## src/rtl/uart_pkg.sv

```systemverilog
// Shared UART definitions: FSM state encoding, parity modes, default divisor
// and the parity helper used by the transmitter (and later the receiver).
package uart_pkg;

  typedef enum logic [2:0] {
    ST_IDLE   = 3'd0,
    ST_START  = 3'd1,
    ST_DATA   = 3'd2,
    ST_PARITY = 3'd3,
    ST_STOP   = 3'd4
  } state_t;

  localparam int PAR_NONE = 0;
  localparam int PAR_ODD  = 1;
  localparam int PAR_EVEN = 2;

  // 50 MHz clock, 9600 baud
  localparam int DEF_DIV  = 5208;
  localparam int MAX_BITS = 9;

  // Callers zero-extend narrower payloads, so unused bits do not disturb the XOR.
  function automatic logic parity_bit(input logic [MAX_BITS-1:0] data, input logic odd);
    return (^data) ^ odd;
  endfunction

endpackage

```

## src/rtl/uart_baud_gen.sv

```systemverilog
// Bit-period timer: restarts on load, then ticks on the last cycle of every
// D-cycle bit period while enabled.
module uart_baud_gen #(
  parameter int DIV_W = 16
) (
  input  logic             clk,
  input  logic             rst,
  input  logic             load,
  input  logic [DIV_W-1:0] div,
  input  logic             en,
  output logic             tick
);

  localparam logic [DIV_W-1:0] ONE = DIV_W'(1);

  logic [DIV_W-1:0] cnt;
  logic [DIV_W-1:0] div_q;

  assign tick = en && (cnt == (div_q - ONE));

  // Cycle counter 0..D-1 with the divisor captured at load time.
  always_ff @(posedge clk) begin
    if (!rst) begin
      cnt   <= '0;
      div_q <= '0;
    end else if (load) begin
      cnt   <= '0;
      div_q <= div;
    end else if (en) begin
      cnt <= tick ? '0 : cnt + ONE;
    end else begin
      cnt <= cnt;
    end
  end

endmodule

```

## src/rtl/uart_tx_cfg.sv

```systemverilog
// Configurable UART transmitter: DATA_BITS data, optional parity, 1/2 stop
// bits, per-frame baud divisor, valid/ready client handshake.
module uart_tx_cfg #(
  parameter int DATA_BITS = 8,
  parameter int PARITY    = 0,
  parameter int STOP_BITS = 1,
  parameter int DIV_W     = 16,
  parameter int DEF_DIV   = uart_pkg::DEF_DIV
) (
  input  logic                 clk,
  input  logic                 rst,
  input  logic [DIV_W-1:0]     baud_div,
  input  logic [DATA_BITS-1:0] tx_data,
  input  logic                 tx_valid,
  output logic                 tx_ready,
  output logic                 tx_busy,
  output logic                 tx_done,
  output logic                 tx
);
  import uart_pkg::*;

  if (DATA_BITS < 5 || DATA_BITS > 9) begin : g_bad_data_bits
    $error("uart_tx_cfg: DATA_BITS must be 5..9");
  end
  if (PARITY < 0 || PARITY > 2) begin : g_bad_parity
    $error("uart_tx_cfg: PARITY must be 0, 1 or 2");
  end
  if (STOP_BITS != 1 && STOP_BITS != 2) begin : g_bad_stop_bits
    $error("uart_tx_cfg: STOP_BITS must be 1 or 2");
  end

  state_t               state;
  logic [DATA_BITS-1:0] data_q;
  logic                 par_q;
  logic [3:0]           bit_cnt;
  logic [DIV_W-1:0]     eff_div;
  logic                 accept;
  logic                 tick;

  // Divisors of 0 or 1 fall back to the default rate instead of 1 cycle/bit.
  assign eff_div = (baud_div < DIV_W'(2)) ? DIV_W'(DEF_DIV) : baud_div;
  assign accept  = (state == ST_IDLE) && tx_valid && tx_ready;

  uart_baud_gen #(.DIV_W(DIV_W)) u_baud (
    .clk  (clk),
    .rst  (rst),
    .load (accept),
    .div  (eff_div),
    .en   (state != ST_IDLE),
    .tick (tick)
  );

  // Frame sequencer; the payload shifts right so tx always takes bit 1 next.
  always_ff @(posedge clk) begin
    if (!rst) begin
      state    <= ST_IDLE;
      data_q   <= '0;
      par_q    <= 1'b0;
      bit_cnt  <= 4'd0;
      tx       <= 1'b1;
      tx_ready <= 1'b1;
      tx_busy  <= 1'b0;
      tx_done  <= 1'b0;
    end else begin
      tx_done <= 1'b0;
      case (state)
        ST_IDLE: begin
          if (accept) begin
            data_q   <= tx_data;
            par_q    <= parity_bit(MAX_BITS'(tx_data), PARITY == PAR_ODD);
            bit_cnt  <= 4'd0;
            state    <= ST_START;
            tx       <= 1'b0;
            tx_ready <= 1'b0;
            tx_busy  <= 1'b1;
          end
        end
        ST_START: begin
          if (tick) begin
            state <= ST_DATA;
            tx    <= data_q[0];
          end
        end
        ST_DATA: begin
          if (tick) begin
            if (bit_cnt == 4'(DATA_BITS - 1)) begin
              bit_cnt <= 4'd0;
              if (PARITY != PAR_NONE) begin
                state <= ST_PARITY;
                tx    <= par_q;
              end else begin
                state <= ST_STOP;
                tx    <= 1'b1;
              end
            end else begin
              bit_cnt <= bit_cnt + 4'd1;
              data_q  <= data_q >> 1;
              tx      <= data_q[1];
            end
          end
        end
        ST_PARITY: begin
          if (tick) begin
            state   <= ST_STOP;
            bit_cnt <= 4'd0;
            tx      <= 1'b1;
          end
        end
        ST_STOP: begin
          if (tick) begin
            if (bit_cnt == 4'(STOP_BITS - 1)) begin
              state    <= ST_IDLE;
              bit_cnt  <= 4'd0;
              tx_done  <= 1'b1;
              tx_ready <= 1'b1;
              tx_busy  <= 1'b0;
            end else begin
              bit_cnt <= bit_cnt + 4'd1;
            end
          end
        end
        default: begin
          state    <= ST_IDLE;
          tx       <= 1'b1;
          tx_ready <= 1'b1;
          tx_busy  <= 1'b0;
        end
      endcase
    end
  end

endmodule

```

## config.mk

```make
export PLATFORM = sky130hd
export DESIGN_NAME = uart_tx_cfg
export DESIGN_NICKNAME = d
export VERILOG_FILES = /design/src/rtl/uart_pkg.sv /design/src/rtl/uart_baud_gen.sv /design/src/rtl/uart_tx_cfg.sv
export SDC_FILE = /design/constraint.sdc
export NUM_CORES = 1
export LEC_CHECK = 0
export ABC_AREA = 1
export CORE_AREA = 2 2 80 82
export DETAILED_ROUTE_END_ITERATION = 16
export DIE_AREA = 0 0 82 84
export PLACE_DENSITY = 0.86
export SLEW_MARGIN = 0
export SYNTH_ARGS = -nofsm -noshare
export SYNTH_HDL_FRONTEND = slang
export SYNTH_SLANG_ARGS = --single-unit
```

## constraint.sdc

```tcl
create_clock -name clk -period 2.75 [get_ports clk]
set_input_delay 0.4125 -clock clk [delete_from_list [all_inputs] [get_ports clk]]
set_output_delay 0.4125 -clock clk [all_outputs]
set_load 0.02 [all_outputs]
```

After elaboration in Yosys (flattened, before gate mapping)
Cells that the tools add are included.

Logic and storage cells: 81. Output and inout bits: 4. Register bits: 51.

Equality and inequality tests: 14. Reduce and logical (&&, ||, !) cells: 16. Bitwise gates (word level): 3. $add $sub $neg: 3. Order comparisons: 1. Multiplexer cells: 35.

Operators by type and width (number): $mux 16 (2); $mux 4 (6); $mux 8 (3); $mux 3 (7); $add 16x1->16 const B (1); $eq 16x16->1 (1); $lt 16x2->1 const B (1); $pmux 4 s4 (1); $pmux 8 s2 (1); $sub 16x1->16 const B (1); $pmux 3 s5 (1); $mux 1 (11); $reduce_and 5->1 (2); $ne 2x1->1 const B (4); $ne 2x2->1 const B (4); $reduce_and 4->1 (2); $reduce_and 7->1 (1); $eq 3x2->1 const B (2); $pmux 1 s3 (2); $pmux 1 s5 (1); $add 4x1->4 const B (1); $eq 4x3->1 const B (1); $logic_not 4->1 (1); $reduce_bool 4->1 (1); 10 further kinds (14).

Longest topological paths before layout
Depth in word-level cells: 5. Depth in mapped cells: 19.

Cells and area by module
Synthesis repeated with hierarchy kept, for this count alone.

Cell total of the unflattened synthesis: 549. Area total of the unflattened synthesis: 3432.0 µm².

By module, submodules not included: uart_baud_gen (times used 1, cells each 361, area each 2242.2 µm²); uart_tx_cfg (times used 1, cells each 188, area each 1189.9 µm²).

Worst setup path after synthesis
Ideal clock, no wire load.

Path type: reg2reg. From: reg u_baud.div_q[0]. To: reg bit_cnt[1]. Arrival time: 1.913 ns. Data required time: 2.624 ns. Setup slack: 0.711 ns. Cell stages (with the launch flop): 19. Clock period less this slack: 2.039 ns. Path through: dfxtp_1 > inv_1 > ha_1 > nand2_1 > inv_1 > nor2_1 > nand2_1 > nor2_1 > nand2_1 > nor2_1 > nand3_1 > nor2_2 > nand2_4 > nand2_4 > nand2_4 > nor2_4 > nand2_1 > nand2_1 > nor2_2.

Longest elaborated chain between the ends: 5. Elaborated cells between the ends (all ways): 7. Classes of those cells: add/sub: 1; eq/ne: 4; reduce/logical: 2.

Ends and longest elaborated chain: start, declared (RTL line uart_baud_gen.sv:17) `logic [DIV_W-1:0] div_q;`; start signal, assigned (RTL line uart_baud_gen.sv:28) `div_q <= div;`; $sub 16x1->16 (*) (RTL line uart_baud_gen.sv:19) `assign tick = en && (cnt == (div_q - ONE));`; $eq 16x16->1 (*) (RTL line uart_baud_gen.sv:19); $logic_and 1x1->1 (*) (RTL line uart_baud_gen.sv:19); $ne 2x1->1 (no source line); $reduce_and 5->1 (no source line) (*); end signal, assigned (RTL line uart_tx_cfg.sv:96) `bit_cnt <= bit_cnt + 4'd1;`; end signal, assigned (RTL line uart_tx_cfg.sv:118) `bit_cnt <= bit_cnt + 4'd1;`; end, declared (RTL line uart_tx_cfg.sv:35) `logic [3:0] bit_cnt;`.

Mark *: on every way between the ends. The rest lies on a longest branch, timed or not. A chain may end at the register's enable or synchronous reset.

Worst setup path in the final report
From: reg u_baud.div_q[0]. To: reg u_baud.cnt[0].

Longest elaborated chain between the ends: 4.

Ends and longest elaborated chain: $sub 16x1->16 (RTL line uart_baud_gen.sv:19); $eq 16x16->1 (RTL line uart_baud_gen.sv:19); $logic_and 1x1->1 (RTL line uart_baud_gen.sv:19); $mux 16 (RTL line uart_baud_gen.sv:30) `cnt <= tick ? '0 : cnt + ONE;`; end signal, assigned (RTL line uart_baud_gen.sv:30); end signal, assigned (RTL line uart_baud_gen.sv:32) `cnt <= cnt;`; end, declared (RTL line uart_baud_gen.sv:16) `logic [DIV_W-1:0] cnt;`.

No other way between the ends.

==> reports/metrics.csv <==
stage;metric;value;unit
timing;Tcrit/Tclk final;0.880;
drt;Final ANT Viol Nets;0;
clock_tree;Worst-path clk slew;100;ps
yosys;Main synth FF type;dfxtp_1;
timing;Final setup viols;0;
drt;routed len/inst;13.2;um
global_route;GRT overflow;0;
placed_design;DP HPWL;6.50;mm
pwr;Pint;1.88;mW
die;FP Rows;29;
clock_tree;Num CTS Buffers;5;
clock_tree;CTS tree;built;
pwr;clock share of power;0.117;
yosys;syn_area_per_cell;6.55;sq um
timing;final hold vios;0;
pwr;pwr/cell area;1000;nW/um^2
drt;vias per inst;5.35;
placed_design;Final GP Congestion;0.943;
yosys;ys async rst share;0;
drt;Total Wirelength;8.02;mm
critical_path;crit-path max FO;14;
finish;share of layout cells above drive strength 1;0.0832;
timing;Slew @ Worst Pin;546;ps
critical_path;startpoint types;flip-flop;
critical_path;Arr. time, crit path;2630;ps
die;Die W;82;um
pwr;Max VDD drop;0.726;mV
timing;WHS;464;ps
global_route;initial antenna violation count;0;
worst_hold_path;hold crit path type;flip-flop to flip-flop;
critical_path;Crit Path Category;flip-flop to flip-flop;
pwr;switching share of power;0.495;
clock_tree;CTS H-tree lvls;2;
drt;initial DRC count;171;
drt;Remaining DRCs;0;
finish;commonest non-fill, non-tap cell in the layout;nand2_1;
yosys;Seq/Total Area, Yosys;0.315;
yosys;Mapped Cells;495;
critical_path;WP data required;2960;ps
clock_tree;clk_lat worst skew;310;ps
die;die extent in y;84;um
critical_path;Crit. End Element;flip-flop;
finish;multi-input logic area;1980;sq um
drt;vias;3242;
timing;Setup TNS Final;0;ps
die;Core Area;6100;sq um
pwr;Static Leak;1.68;nW
drt;First-pass DRT Iterations;4;
timing;max-slew violations;0;
run_status;status;finished, final reports clean;
yosys;Mapped Nets;526;
die;Initial Utilization;0.532;
clock_tree;Max clock buf depth;2;
flow_run;max-cap viol count;0;
global_route;vias in the first global route;3103;
yosys;synthesized cell area;3240;sq um
yosys;count of cell types in the netlist;40;
pwr;Sw Pwr;1.85;mW
yosys;Post-synth EDFFs;0;
global_route;global-route wire length before repair;13.8;mm
finish;Nets;559;
finish;ant diodes;0;
timing;Slew headroom;0.636;
clock_tree;Root Buffer;clkbuf_8;
global_route;Global Route Usage Sum;0.254;
clock_tree;CTS Hold Bufs;0;
timing;Fmax;413;MHz
die;Die Area;6890;sq um
finish;Register Area;1020;sq um
global_route;largest net degree at the start of global routing;17;
yosys;synth warn;0;
clock_tree;post-cts sizing count;0;
clock_tree;CTS Sinks;51;
placed_design;Port Buffers;30;
die;Ports;31;
yosys;synthesized flop and latch total;51;
timing;clk_skew;11.8;ps
pwr;Comb power frac;0.592;
finish;area growth from synthesis to layout;14.7;%
finish;most frequent cells in the layout;nand2_1 (136), nor2_1 (70), dfxtp_1 (51);
pwr;Flop pwr share;0.291;
finish;fillers;572;
clock_tree;post-CTS setup repair buffer count;0;
timing;Final min period;2420;ps
timing;RSZ-0062 raised after global routing;false;
path summary, 6_finish.rpt:
path	start	endpoint	slack, ps	cells past startpoint
max	u_baud.div_q[0]	u_baud.cnt[0]	330	12
min	u_baud.div_q[15]	u_baud.div_q[15]	460	2
max reg2reg	u_baud.div_q[0]	u_baud.cnt[0]	330	12
min reg2reg	u_baud.div_q[15]	u_baud.div_q[15]	460	2
Yosys cell counts, types with 4 or more instances:
| master | number | share of area |
|---|---|---|
| nand2_1 | 136 | 0.16 |
| nor2_1 | 70 | 0.081 |
| o21ai_0 | 18 | 0.028 |
| a21oi_1 | 19 | 0.029 |
| nor3_1 | 7 | 0.011 |
| nand3b_1 | 4 | 0.0093 |
| nand2_2 | 9 | 0.017 |
| xor2_1 | 20 | 0.054 |
| nand2_4 | 4 | 0.014 |
| clkbuf_1 | 5 | 0.0058 |
| nand4_1 | 9 | 0.017 |
| ha_1 | 4 | 0.015 |
| nor2_2 | 4 | 0.0077 |
| xnor2_1 | 6 | 0.016 |
| nor2_4 | 5 | 0.017 |
| nor4_1 | 4 | 0.0077 |
| nand3_1 | 41 | 0.063 |
| dfxtp_1 | 51 | 0.32 |
| inv_1 | 46 | 0.053 |
area by class of cell:
| class | instances | area share |
|---|---|---|
| clock buffer | 6 | 0.0195 |
| clock inverter | 2 | 0.00336 |
| inverter | 52 | 0.0525 |
| multi-input combinational | 383 | 0.533 |
| sequential | 51 | 0.275 |
| tap | 77 | 0.0259 |
| timing repair buffer | 35 | 0.0908 |
power by group through the flow:
stage	registers [mW]	logic [mW]	clock network, mW
after floorplan	1.07	1.72	0
after global placement	1.09	2.15	0
after detailed placement	1.10	2.19	0
after CTS	1.08	2.20	0.446
after global routing	1.11	2.50	0.468
final	1.08	2.21	0.436
logic make-up after synthesis:
logic type,synth area share
XOR/XNOR,0.0753
flip-flops,0.315
buffers and inverters,0.0730
adder cells (fa/ha/maj),0.0154
AO/OA/AOI/OAI,0.0950
AND/OR/NAND/NOR,0.426
metal layers:
metal,GRT usage,part of all wire,wire length [um],up-vias
met3,0.0357,0.046,366,14
met1,0.308,0.42,3390,1500
met4,0.0848,0.021,168,0
li1,-,-,-,1654
met2,0.449,0.51,4100,74
met5,0,0,0,-
worst max-delay path, cell delays in order, from the launching register on:
cell and delay (ps):
dfxtp_1 350, inv_1 130, ha_1 270, nand3_4 160, nor2_8 180, nand2_2 80, o21ai_0 180, inv_1 50
nand2_1 70, nor2_2 60, nand2_4 110, nand2_1 320, o31ai_1 360
per-stage QoR:
| step | util | worst slack (ps) | power, mW | std cells | area [sq um] |
|---|---|---|---|---|---|
| after floorplan | - | 711 | 2.79 | 495 | 3240 |
| after global placement | 0.596 | 411 | 3.24 | 598 | 3630 |
| after detailed placement | 0.596 | 374 | 3.28 | 598 | 3630 |
| after CTS | 0.610 | 360 | 3.72 | 606 | 3720 |
| after global routing | 0.610 | 67.9 | 4.07 | 606 | 3720 |
| final | 0.610 | 331 | 3.73 | 606 | 3720 |
registers in the layout, summed over array words and instances (netlist names), 3 cells and up:
register / flops
u_baud.div_q: 16
u_baud.cnt: 16
state: 3
bit_cnt: 4
data_q: 8
No activity file was read; power rests on OpenSTA's default activity.
==> RTL edit: new RTL, config.mk and constraints unchanged <==
Compare `bit_cnt` against `4'(DATA_BITS - 1)` with >= in place of ==.
--- a/src/rtl/uart_tx_cfg.sv
+++ b/src/rtl/uart_tx_cfg.sv
@@ -85,3 +85,3 @@
           if (tick) begin
-            if (bit_cnt == 4'(DATA_BITS - 1)) begin
+            if (bit_cnt >= 4'(DATA_BITS - 1)) begin
               bit_cnt <= 4'd0;
Check against the original RTL: no difference found for any inputs over 10 cycles, from zero or initial values and one cycle with rst low; that may be too few to reach the edited logic, so the function may still have changed.
==> RTL edit against the unedited design <==
Area after synthesis down 4.6%. Power is 2.0% lower. Sequential share of layout area increased by 0.97 points. Via count is 6.2% lower. Design area shrank 3.4%. First-iteration DRC count shrank 12%. Sequential cell count is the same. Routed wire length decreased by 7.7%. Clock skew is 5.2 ps lower. Non-clock buffer count fell by 2. Worst setup slack got worse by 24 ps. Largest power group unchanged. Highest routed layer unchanged.
==> RTL edit: results (changes against the unedited design) <==
[power]
peakVddDrop_mv=0.537  ; -26%
p_leak_uw=0.00160  ; -5.2%

[drt]
dr.first_iter.drc_count=150  ; -12%
wl_met3_um=393  ; +7.4%
wl_met2_um=3690  ; -10%
drt-met1-wl_um=3140  ; -7.4%
wl_um=7400  ; -7.7%
vias_per_cell=5.34  ; -0.10%

[run_status]
status=completed

[yosys]
ys_top_cells_by_area=dfxtp_1 33%, nand2_1 14%, inv_1 6.9%
syn_nets=492  ; -6.5%
netlist_top_cells_count=114 x nand2_1, 57 x inv_1, 51 x dfxtp_1
seq_area_frac_synth=0.330  ; +0.0150

[grt]
grt_pass1_wl_um=12500  ; -9.7%
first_global_vias=2970  ; -4.3%
track_usage=0.227  ; -0.0268

[finish]
nNetsFinal=522  ; -6.6%
drive_above_1_share=0.0915  ; +0.00829

[setup_path]
reg2reg_setup_slack_ps=310  ; -20 ps
worstPathArrival_ps=2620  ; about the same
crit_path_max_fanout=15  ; +1
rr_endpoint=u_baud.cnt[1]$_SDFFE_PP0N_
worstSetupEndpoint=u_baud.cnt[1]$_SDFFE_PP0N_

[worst_hold_path]
hold_end=bit_cnt[3]$_SDFFE_PN0P_
holdCritStartpoint=bit_cnt[3]$_SDFFE_PN0P_

[place]
dpl.hpwl_um=5730  ; -12%
io_buffers=30  ; unchanged
placed_area_sq_um=3460  ; -4.9%

[cts]
cts_resized=0  ; unchanged

-- RTL edit: cell types whose count changed in the layout (fill, tap and decap cells not counted), moves of 6 or more --
| cell | unedited run | this run |
|---|---|---|
| nand2_1 | 136 | 114 |
| inv_1 | 46 | 57 |
| nor2_1 | 70 | 41 |
| nand3_1 | 41 | 35 |
| nor2_2 | 4 | 13 |
-- RTL edit: cell type report --
type | instances | area, sq um
fillers | 574 | 2500
multi-input cells | 340 | 1790
flip-flops and latches | 51 | 1020
repair buffers | 33 | 323
inverters | 60 | 225
well taps | 77 | 96.3
clock buffers | 5 | 68.8
clock inverters | 3 | 67.6
-- RTL edit: stage by stage --
stage	hold slack (ps)	worst slack [ps]	cells	total power, uW
floorplan	436	773	461	2610
global placement	448	395	561	2920
detailed placement	446	283	561	2990
CTS	473	270	569	3640
global route	498	132	569	3970
finish	468	306	569	3650
-- RTL edit: cells by family after synthesis --
kind of cell / count (synthesis) / share of synthesized area
compound gates: 64 / 0.116
xor+xnor: 20 / 0.0566
fa+ha+maj: 4 / 0.0162
buf+inv: 70 / 0.0910
flops: 51 / 0.330
simple gates: 252 / 0.390
-- RTL edit: critical path, cell delays in order, from the launching register on --
cell,delay [ps]
dfxtp_1,340
inv_1,120
ha_1,260
nand2_2,110
inv_2,60
nand2_1,80
nor2_2,90
xor2_1,160
nand2_1,110
nor2_2,160
nand3_4,170
nand2_1,500
o21ai_0,150
-- RTL edit: per-layer routing --
layer / global-route usage / vias up
li1: - / 1548
met1: 0.261 / 1385
met2: 0.401 / 90
met3: 0.0476 / 18
met4: 0.0879 / 0
met5: 0 / -
-- RTL edit: report_power, final --
part / switching (uW) / internal (uW)
registers: 139 / 898
clock network: 271 / 363
logic: 1290 / 688
